File: config.mk
export PLATFORM = sky130hd
export DESIGN_NAME = clk_div_prog
export DESIGN_NICKNAME = d
export VERILOG_FILES = /design/src/rtl/clk_div_prog.sv
export SDC_FILE = /design/constraint.sdc
export NUM_CORES = 1
export LEC_CHECK = 0
export ABC_AREA = 1
export CORE_MARGIN = 4
export CORE_UTILIZATION = 58
export CTS_BUF_LIST = sky130_fd_sc_hd__clkbuf_8
export DETAILED_ROUTE_END_ITERATION = 7
export PLACE_DENSITY = 0.8
export SYNTH_ARGS = -nofsm -noshare
export SYNTH_HDL_FRONTEND = slang
export SYNTH_SLANG_ARGS = --single-unit
File: constraint.sdc
create_clock -name clk -period 4.6 [get_ports clk]
set_input_delay 0.69 -clock clk [delete_from_list [all_inputs] [get_ports clk]]
set_output_delay 0.69 -clock clk [all_outputs]
set_load 0.02 [all_outputs]
File: src/rtl/clk_div_prog.sv
// Runtime-programmable integer clock divider: registered divided waveform plus a period-start tick.
// Divisor/mode reloads are held pending and applied only at a period wrap, so no period is ever cut short.
module clk_div_prog #(
  parameter int WIDTH        = 8,
  parameter int DEFAULT_DIV  = 4,
  parameter int DEFAULT_MODE = 0
) (
  input  logic             clk,
  input  logic             rst,
  input  logic             en,
  input  logic             div_load,
  input  logic [WIDTH-1:0] div_in,
  input  logic             mode_in,
  output logic             ck_out,
  output logic             tick,
  output logic [WIDTH-1:0] div_cur,
  output logic             pend
);

  localparam int             HW       = WIDTH + 1;
  localparam logic [WIDTH-1:0] DEF_DIV  = WIDTH'(DEFAULT_DIV);
  localparam logic             DEF_MODE = (DEFAULT_MODE != 0);
  localparam logic [WIDTH-1:0] MIN_DIV  = WIDTH'(2);

  logic [WIDTH-1:0] r_cnt;
  logic [WIDTH-1:0] r_div;
  logic             r_mode;
  logic [WIDTH-1:0] r_div_p;
  logic             r_mode_p;
  logic             r_pend;
  logic             r_ck;
  logic             r_tick;

  logic [WIDTH-1:0] w_ld_div;
  logic             w_wrap;
  logic [WIDTH-1:0] w_div_nxt;
  logic             w_mode_nxt;
  logic [WIDTH-1:0] w_cnt_nxt;
  logic [HW-1:0]    w_high;

  assign w_ld_div  = (div_in < MIN_DIV) ? MIN_DIV : div_in;
  assign w_wrap    = en && (r_cnt == (r_div - WIDTH'(1)));
  assign w_cnt_nxt = w_wrap ? '0 : (r_cnt + WIDTH'(1));

  // A load landing on the wrap edge bypasses the pending register entirely.
  always_comb begin
    w_div_nxt  = r_div;
    w_mode_nxt = r_mode;
    if (w_wrap) begin
      if (div_load) begin
        w_div_nxt  = w_ld_div;
        w_mode_nxt = mode_in;
      end else if (r_pend) begin
        w_div_nxt  = r_div_p;
        w_mode_nxt = r_mode_p;
      end
    end
  end

  // High time uses the setting in effect after this edge; the extra bit keeps 2^WIDTH-1 exact.
  assign w_high = w_mode_nxt ? HW'(1) : (({1'b0, w_div_nxt} + HW'(1)) >> 1);

  always_ff @(posedge clk) begin
    if (rst) begin
      r_cnt    <= DEF_DIV - WIDTH'(1);
      r_div    <= DEF_DIV;
      r_mode   <= DEF_MODE;
      r_div_p  <= DEF_DIV;
      r_mode_p <= DEF_MODE;
      r_pend   <= 1'b0;
      r_ck     <= 1'b0;
      r_tick   <= 1'b0;
    end else begin
      if (div_load) begin
        r_div_p  <= w_ld_div;
        r_mode_p <= mode_in;
      end
      if (en) begin
        r_cnt  <= w_cnt_nxt;
        r_div  <= w_div_nxt;
        r_mode <= w_mode_nxt;
        r_ck   <= ({1'b0, w_cnt_nxt} < w_high);
      end
      r_tick <= w_wrap;
      r_pend <= w_wrap ? 1'b0 : (div_load ? 1'b1 : r_pend);
    end
  end

  assign ck_out  = r_ck;
  assign tick    = r_tick;
  assign div_cur = r_div;
  assign pend    = r_pend;

endmodule

==> results of run 1 <==
## cells in the mapped netlist
library cell  count  area (µm²)
nand2_1          79         297
inv_1            34         128
nor2_1           30         113
dfxtp_1          29         581
o21ai_0          23         115
nand3_1          22         110
a21oi_1          18        90.1
ha_1             10         125
nand2_4           7        78.8
nand2_2           5        31.3
nand3_2           5        50.1
xor2_1            5        43.8
nor2_2            4        25.0
clkbuf_1          3        11.3
xnor2_1           3        26.3
inv_2             2        7.51
inv_4             2        12.5
nand3_4           2        35.0
nand4_1           2        12.5
nor2_4            2        22.5
nor3_1            2        10.0
o21ai_1           2        10.0
or2_0             2        12.5
a2111oi_0         1        8.76
a211oi_1          1        7.51
a21boi_0          1        7.51
a21boi_2          1        11.3
a21oi_2           1        8.76
a22oi_1           1        7.51
buf_1             1        3.75
buf_12            1        20.0
buf_6             1        11.3
clkinv_1          1        3.75
nand2b_1          1        6.26
nor4_1            1        6.26
o31ai_2           1        12.5
## report_power, final
group	switching, mW	internal (mW)	leakage, nW
Combinational	0.216	0.130	0.823
Sequential	0.0250	0.274	0.238
Clock	0.100	0.174	0.0626
Total	0.341	0.578	1.12
## worst max path at each step
stage	start	depth (start not counted)	to
2_1_floorplan	div_cur[0]	24	ck_out
6_report	div_load	19	ck_out
4_1_cts	div_load	19	ck_out
3_5_place_dp	div_load	19	ck_out
5_1_grt	div_load	19	ck_out
3_3_place_gp	div_load	19	ck_out
## sequential cells by signal (all words and copies together), names as in the netlist
| signal | count |
|---|---|
| pend | 1 |
| r_mode | 1 |
| r_cnt | 8 |
| div_cur | 8 |
| r_div_p | 8 |
| ck_out | 1 |
| tick | 1 |
| r_mode_p | 1 |
## routing by layer
metal | GRT usage, % | wire length (µm) | vias up
li1 | - | - | 1036
met2 | 38.8 | 2420 | 62
met5 | 0 | 0 | -
met3 | 5.82 | 302 | 11
met1 | 33.6 | 2350 | 931
met4 | 9.37 | 108 | 0
## critical path: stages
cell and delay [ns]:
clkdlybuf4s50_1 0.67, clkinv_1 0.33, nand2_1 0.35, nand2_1 0.11
o21ai_0 0.11, nand3_2 0.10, nand2_2 0.10, inv_4 0.05
ha_1 0.23, nand3_2 0.10, nor2_2 0.06, a21boi_2 0.11
o21ai_1 0.07, ha_1 0.29, a21oi_1 0.14, nor2_1 0.05
a2111oi_0 0.30, nand2_1 0.12, a21oi_2 0.11
## cell type report
type | count | area, µm² | share of cell area, %
timing repair buffer | 24 | 238 | 9.79
inverter | 39 | 151 | 6.24
tap | 46 | 57.6 | 2.37
multi-input combinational | 232 | 1280 | 52.9
clock buffer | 6 | 82.6 | 3.40
sequential | 29 | 581 | 23.9
clock inverter | 2 | 33.8 | 1.39
## through the flow
stage	std cells	instance area, µm²	total power [mW]
floorplan	306	2060	0.559
finish	378	2430	0.919
CTS	378	2430	0.917
global route	378	2430	0.976
global placement	370	2310	0.637
detailed placement	370	2310	0.642
## cells by family after synthesis
| family | after synthesis | synth area share [%] |
|---|---|---|
| xor+xnor | 8 | 3.40 |
| simple gates | 164 | 39.3 |
| fa+ha+maj | 10 | 6.07 |
| flops | 29 | 28.2 |
| buf+inv | 45 | 9.59 |
| compound gates | 50 | 13.5 |
==> results.py, run 1 <==
metrics = {
    "status": {
        "outcome": "completed",
    },
    "flow_run": {
        "drv_cap": 0,
    },
    "synth": {
        "syn_inst": 306,
        "syn-num-nets": 329,
        "ys_warn_count": 0,
        "synth_cell_types": 36,
        "syn_avg_cell_area_um2": 6.74,
        "syn-cell-area_um2": 2060,
        "ys_seq_area_share_pct": 28.2,
        "synth_seq_cells": 29,
    },
    "route": {
        "drc_errors": 0,
        "wl_per_cell_um": 13.7,
        "vias_per_cell": 5.40,
        "drt_first_pass_iters": 4,
        "wirelength_um": 5180,
        "drtIter0Drc": 239,
        "drtAntennaViolNets": 0,
        "dr_total_vias": 2040,
    },
    "clock_network": {
        "cts_hold_buf": 0,
        "insertion_delay_ns": 0.29,
        "clock_tree.root_cell": "clkbuf_8",
        "post_cts_buffers": 0,
        "numCtsBuffers": 5,
        "cts_buffer_depth": 2,
        "clkTransAtPathRegs_ns": 0.06,
        "clock-sinks": 29,
        "cts_htree_levels": 2,
        "cts_tree": "done",
        "cts_resized": 0,
    },
    "final_layout": {
        "antenna_cells": 0,
        "fillers": 299,
        "final_core_util_pct": 71.6,
        "drive_above_1_share_pct": 12.0,
        "final_net_count": 354,
        "final_common_cell": "nand2_1",
        "areaGrowthSynthToFinish_pct": 17.7,
        "layout_common_cells": "nand2_1 (79), inv_1 (35), nor2_1 (30)",
    },
    "die": {
        "core_area_um2": 3390,
        "die_h_um": 67.6,
        "initial_core_util_pct": 60.8,
        "fp-row-count": 21,
        "die_w_um": 67.6,
        "ios": 24,
        "dieArea_um2": 4570,
    },
    "timing": {
        "finClkSkew_ns": 0.00926,
        "hold_viol_final": 0,
        "fin_crit_ns": 3.87,
        "tightest_slew_ns": 0.881,
        "final-max-slew-violation-count": 0,
        "worst_slack_ns": 0.731,
        "rsz0062_at_grt": "false",
        "holdWs_ns": 0.472,
        "slew_headroom_pct": 41.1,
        "setup_violations": 0,
        "fin_setup_tns_ns": 0,
        "period_share_pct": 84.1,
        "max_freq_mhz": 258,
    },
    "worst_setup_path": {
        "crit_path_max_fanout": 11,
        "cp.required_ns": 4.80,
        "reg2reg_from": "div_cur[0]",
        "crit_type": "input port to flop",
        "worst_setup_path_start_kind": "input port",
        "cp-end-kind": "flop",
        "crit_arrival_ns": 4.07,
        "reg2reg_depth": 22,
        "regToRegSetupSlack_ns": 0.85,
        "r2r-end": "ck_out",
    },
    "placement": {
        "port_buffers": 23,
        "place_congestion": 0.907,
        "dpl.hpwl_um": 3860,
        "pre_cts_ws_ns": 0.436,
    },
    "global_route": {
        "grt_max_degree": 23,
        "grt_overflow": 0,
        "antenna_found_initial": 0,
        "grt_pass1_vias": 1788,
        "grtUsageTotal_pct": 25.1,
        "grt_pass1_wl_um": 8480,
    },
    "min_path": {
        "holdPathEnd": "r_div_p[2]",
        "hold_path_class": "flop to flop",
        "min_from": "r_div_p[2]",
        "holdPathStages": 2,
    },
    "pwr": {
        "pwr_density_cell_nw_per_um2": 379,
        "ir_worst_vdd_mv": 0.203,
        "p_leak_nw": 1.12,
    },
}
Power figures use the tool's default switching activity.
==> inputs of run 2 (changes only) <==
CORE_UTILIZATION = 52   (was 58)
PLACE_DENSITY = 0.76   (was 0.8)
clock period = 3.3 ns   (was 4.6 ns; I/O delays follow)
==> results.py, run 2 (synthesized netlist as in run 1, its figures left out) <==
metrics = {
    "pwr": {
        "p_int_uw": 887,
        "pwr-share-seq_pct": 29.8,
        "comb_power_share_pct": 43.2,
        "ir_worst_vdd_mv": 0.289,
        "p_clk_share_pct": 26.9,
        "p_sw_uw": 504,
        "swShare_pct": 36.2,
        "pwr_density_cell_nw_per_um2": 504,
        "p_leak_nw": 1.28,
    },
    "route": {
        "vias_per_cell": 5.17,
        "dr_total_vias": 2114,
        "drc_errors": 0,
        "highest-signal-layer": "met4",
        "met3_length_um": 195,
        "drt_first_pass_iters": 4,
        "wirelength_um": 5250,
        "drtIter0Drc": 150,
        "wl_per_cell_um": 12.8,
        "route.met2.wl_um": 2550,
        "wl_met1_um": 2440,
        "drtAntennaViolNets": 0,
    },
    "placement": {
        "port_buffers": 23,
        "pre_cts_ws_ns": -0.220,
        "dp_cells": 394,
        "place_congestion": 0.883,
        "dpl.hpwl_um": 3970,
    },
    "min_path": {
        "hold_path_class": "flop to flop",
        "min_from": "r_div_p[2]",
        "holdPathStages": 2,
        "holdPathEnd": "r_div_p[2]",
    },
    "clock_network": {
        "cts_buffer_depth": 2,
        "insertion_delay_ns": 0.28,
        "cts_htree_levels": 2,
        "cts_hold_buf": 0,
        "clkTransAtPathRegs_ns": 0.06,
        "clock_tree.root_cell": "clkbuf_8",
        "numCtsBuffers": 5,
        "clock-sinks": 29,
        "cts_tree": "done",
    },
    "final_layout": {
        "final_common_cell": "nand2_1",
        "antenna_cells": 0,
        "areaGrowthSynthToFinish_pct": 33.9,
        "fillers": 316,
        "layout_common_cells": "nand2_1 (75), inv_1 (33), buf_4 (29)",
        "drive_above_1_share_pct": 24.4,
        "final_core_util_pct": 73.8,
        "fin_cells": 409,
        "final_net_count": 383,
    },
    "timing": {
        "max_freq_mhz": 310,
        "setup_violations": 0,
        "worst_slack_ns": 0.0782,
        "finClkSkew_ns": 0.00717,
        "tightest_slew_ns": 0.383,
        "hold_viol_final": 0,
        "fin_crit_ns": 3.22,
        "rsz0062_at_grt": "true",
        "period_share_pct": 97.6,
        "final-max-slew-violation-count": 0,
        "slew_headroom_pct": 74.2,
    },
    "die": {
        "ios": 24,
        "dieArea_um2": 5040,
        "fp-row-count": 22,
        "initial_core_util_pct": 55.1,
        "die_w_um": 71.0,
        "die_h_um": 71.0,
        "core_area_um2": 3740,
    },
    "worst_setup_path": {
        "crit_type": "flop to flop",
        "reg2reg_depth": 22,
        "cp.required_ns": 3.52,
        "worst_setup_path_start_kind": "flop",
        "crit_arrival_ns": 3.44,
        "regToRegSetupSlack_ns": 0.08,
        "crit_path_max_fanout": 5,
        "cp-end-kind": "flop",
        "r2r-end": "ck_out",
        "reg2reg_from": "div_cur[1]",
    },
    "global_route": {
        "grt_pass1_wl_um": 8290,
        "grt_overflow": 0,
        "grt_max_degree": 23,
        "grtUsageTotal_pct": 20.5,
        "grt_pass1_vias": 1869,
        "antenna_found_initial": 0,
    },
    "status": {
        "outcome": "completed",
    },
    "flow_run": {
        "drv_cap": 0,
    },
}
## run 2: cell count changes in the layout (fill, tap and decap cells not counted), moves of 3 or more
cell,before,now
buf_4,1,29
nand2_1,79,75
nand2_2,5,9
nor2_4,2,6
o21ai_0,23,19
dfxtp_1,29,26
## run 2: power groups by stage
stage	clock network (mW)	logic (mW)	registers, mW
after floorplan	0	0.349	0.431
after global placement	0	0.523	0.419
after detailed placement	0	0.531	0.420
after CTS	0.384	0.537	0.413
after global routing	0.402	0.668	0.419
final	0.375	0.601	0.415
## run 2: worst max path at each step
stage | startpoint | endpoint
final | div_cur[1] | ck_out
after global routing | div_cur[1] | ck_out
after CTS | div_cur[1] | ck_out
after detailed placement | div_in[7] | ck_out
after global placement | en | ck_out
after floorplan | div_cur[0] | ck_out
## run 2: repair_timing
item	in CTS	in global routing
resized for setup	2	32
buffers inserted	0	7
setup endpoints to repair	1	1
pin swaps	0	16
endpoints found under the hold margin	0	0
## run 2: layer usage
| metal | track usage [%] | vias up |
|---|---|---|
| li1 | - | 1093 |
| met1 | 27.5 | 977 |
| met2 | 33.1 | 36 |
| met3 | 4.69 | 8 |
| met4 | 5.43 | 0 |
| met5 | 0 | - |
## run 2: through the flow
stage                     cell area [µm²]  TNS, ns  power [mW]  hold WS, ns
final                                2760        0        1.39        0.461
after global placement               2480   -0.134       0.942        0.442
after CTS                            2600        0        1.33        0.461
after detailed placement             2480   -0.220       0.952        0.446
after global routing                 2760  -0.0311        1.49        0.488
after floorplan                      2060        0       0.780        0.424
## run 2: area by class of cell
class | instances | area, µm² | area share [%]
sequential | 29 | 587 | 21.3
timing repair buffer | 53 | 462 | 16.7
inverter | 39 | 156 | 5.66
clock buffer | 6 | 82.6 | 2.99
clock inverter | 2 | 33.8 | 1.22
multi-input combinational | 232 | 1380 | 50.0
tap | 48 | 60.1 | 2.17
## run 2: critical path, cell delays in order, from the launching register on
cell       delay, ns
dfxtp_4         0.37
inv_4           0.04
ha_4            0.27
o21ai_2         0.05
nor3_2          0.17
nand3_1         0.14
nor2_4          0.16
nand2_4         0.09
inv_6           0.08
nand3_2         0.07
nand2_2         0.12
inv_4           0.04
ha_4            0.16
nand3_4         0.08
nor2_4          0.05
a21boi_2        0.13
o21ai_1         0.08
ha_1            0.32
a21oi_2         0.14
nor2_1          0.08
a2111oi_2       0.28
nand2_1         0.11
a21oi_2         0.13
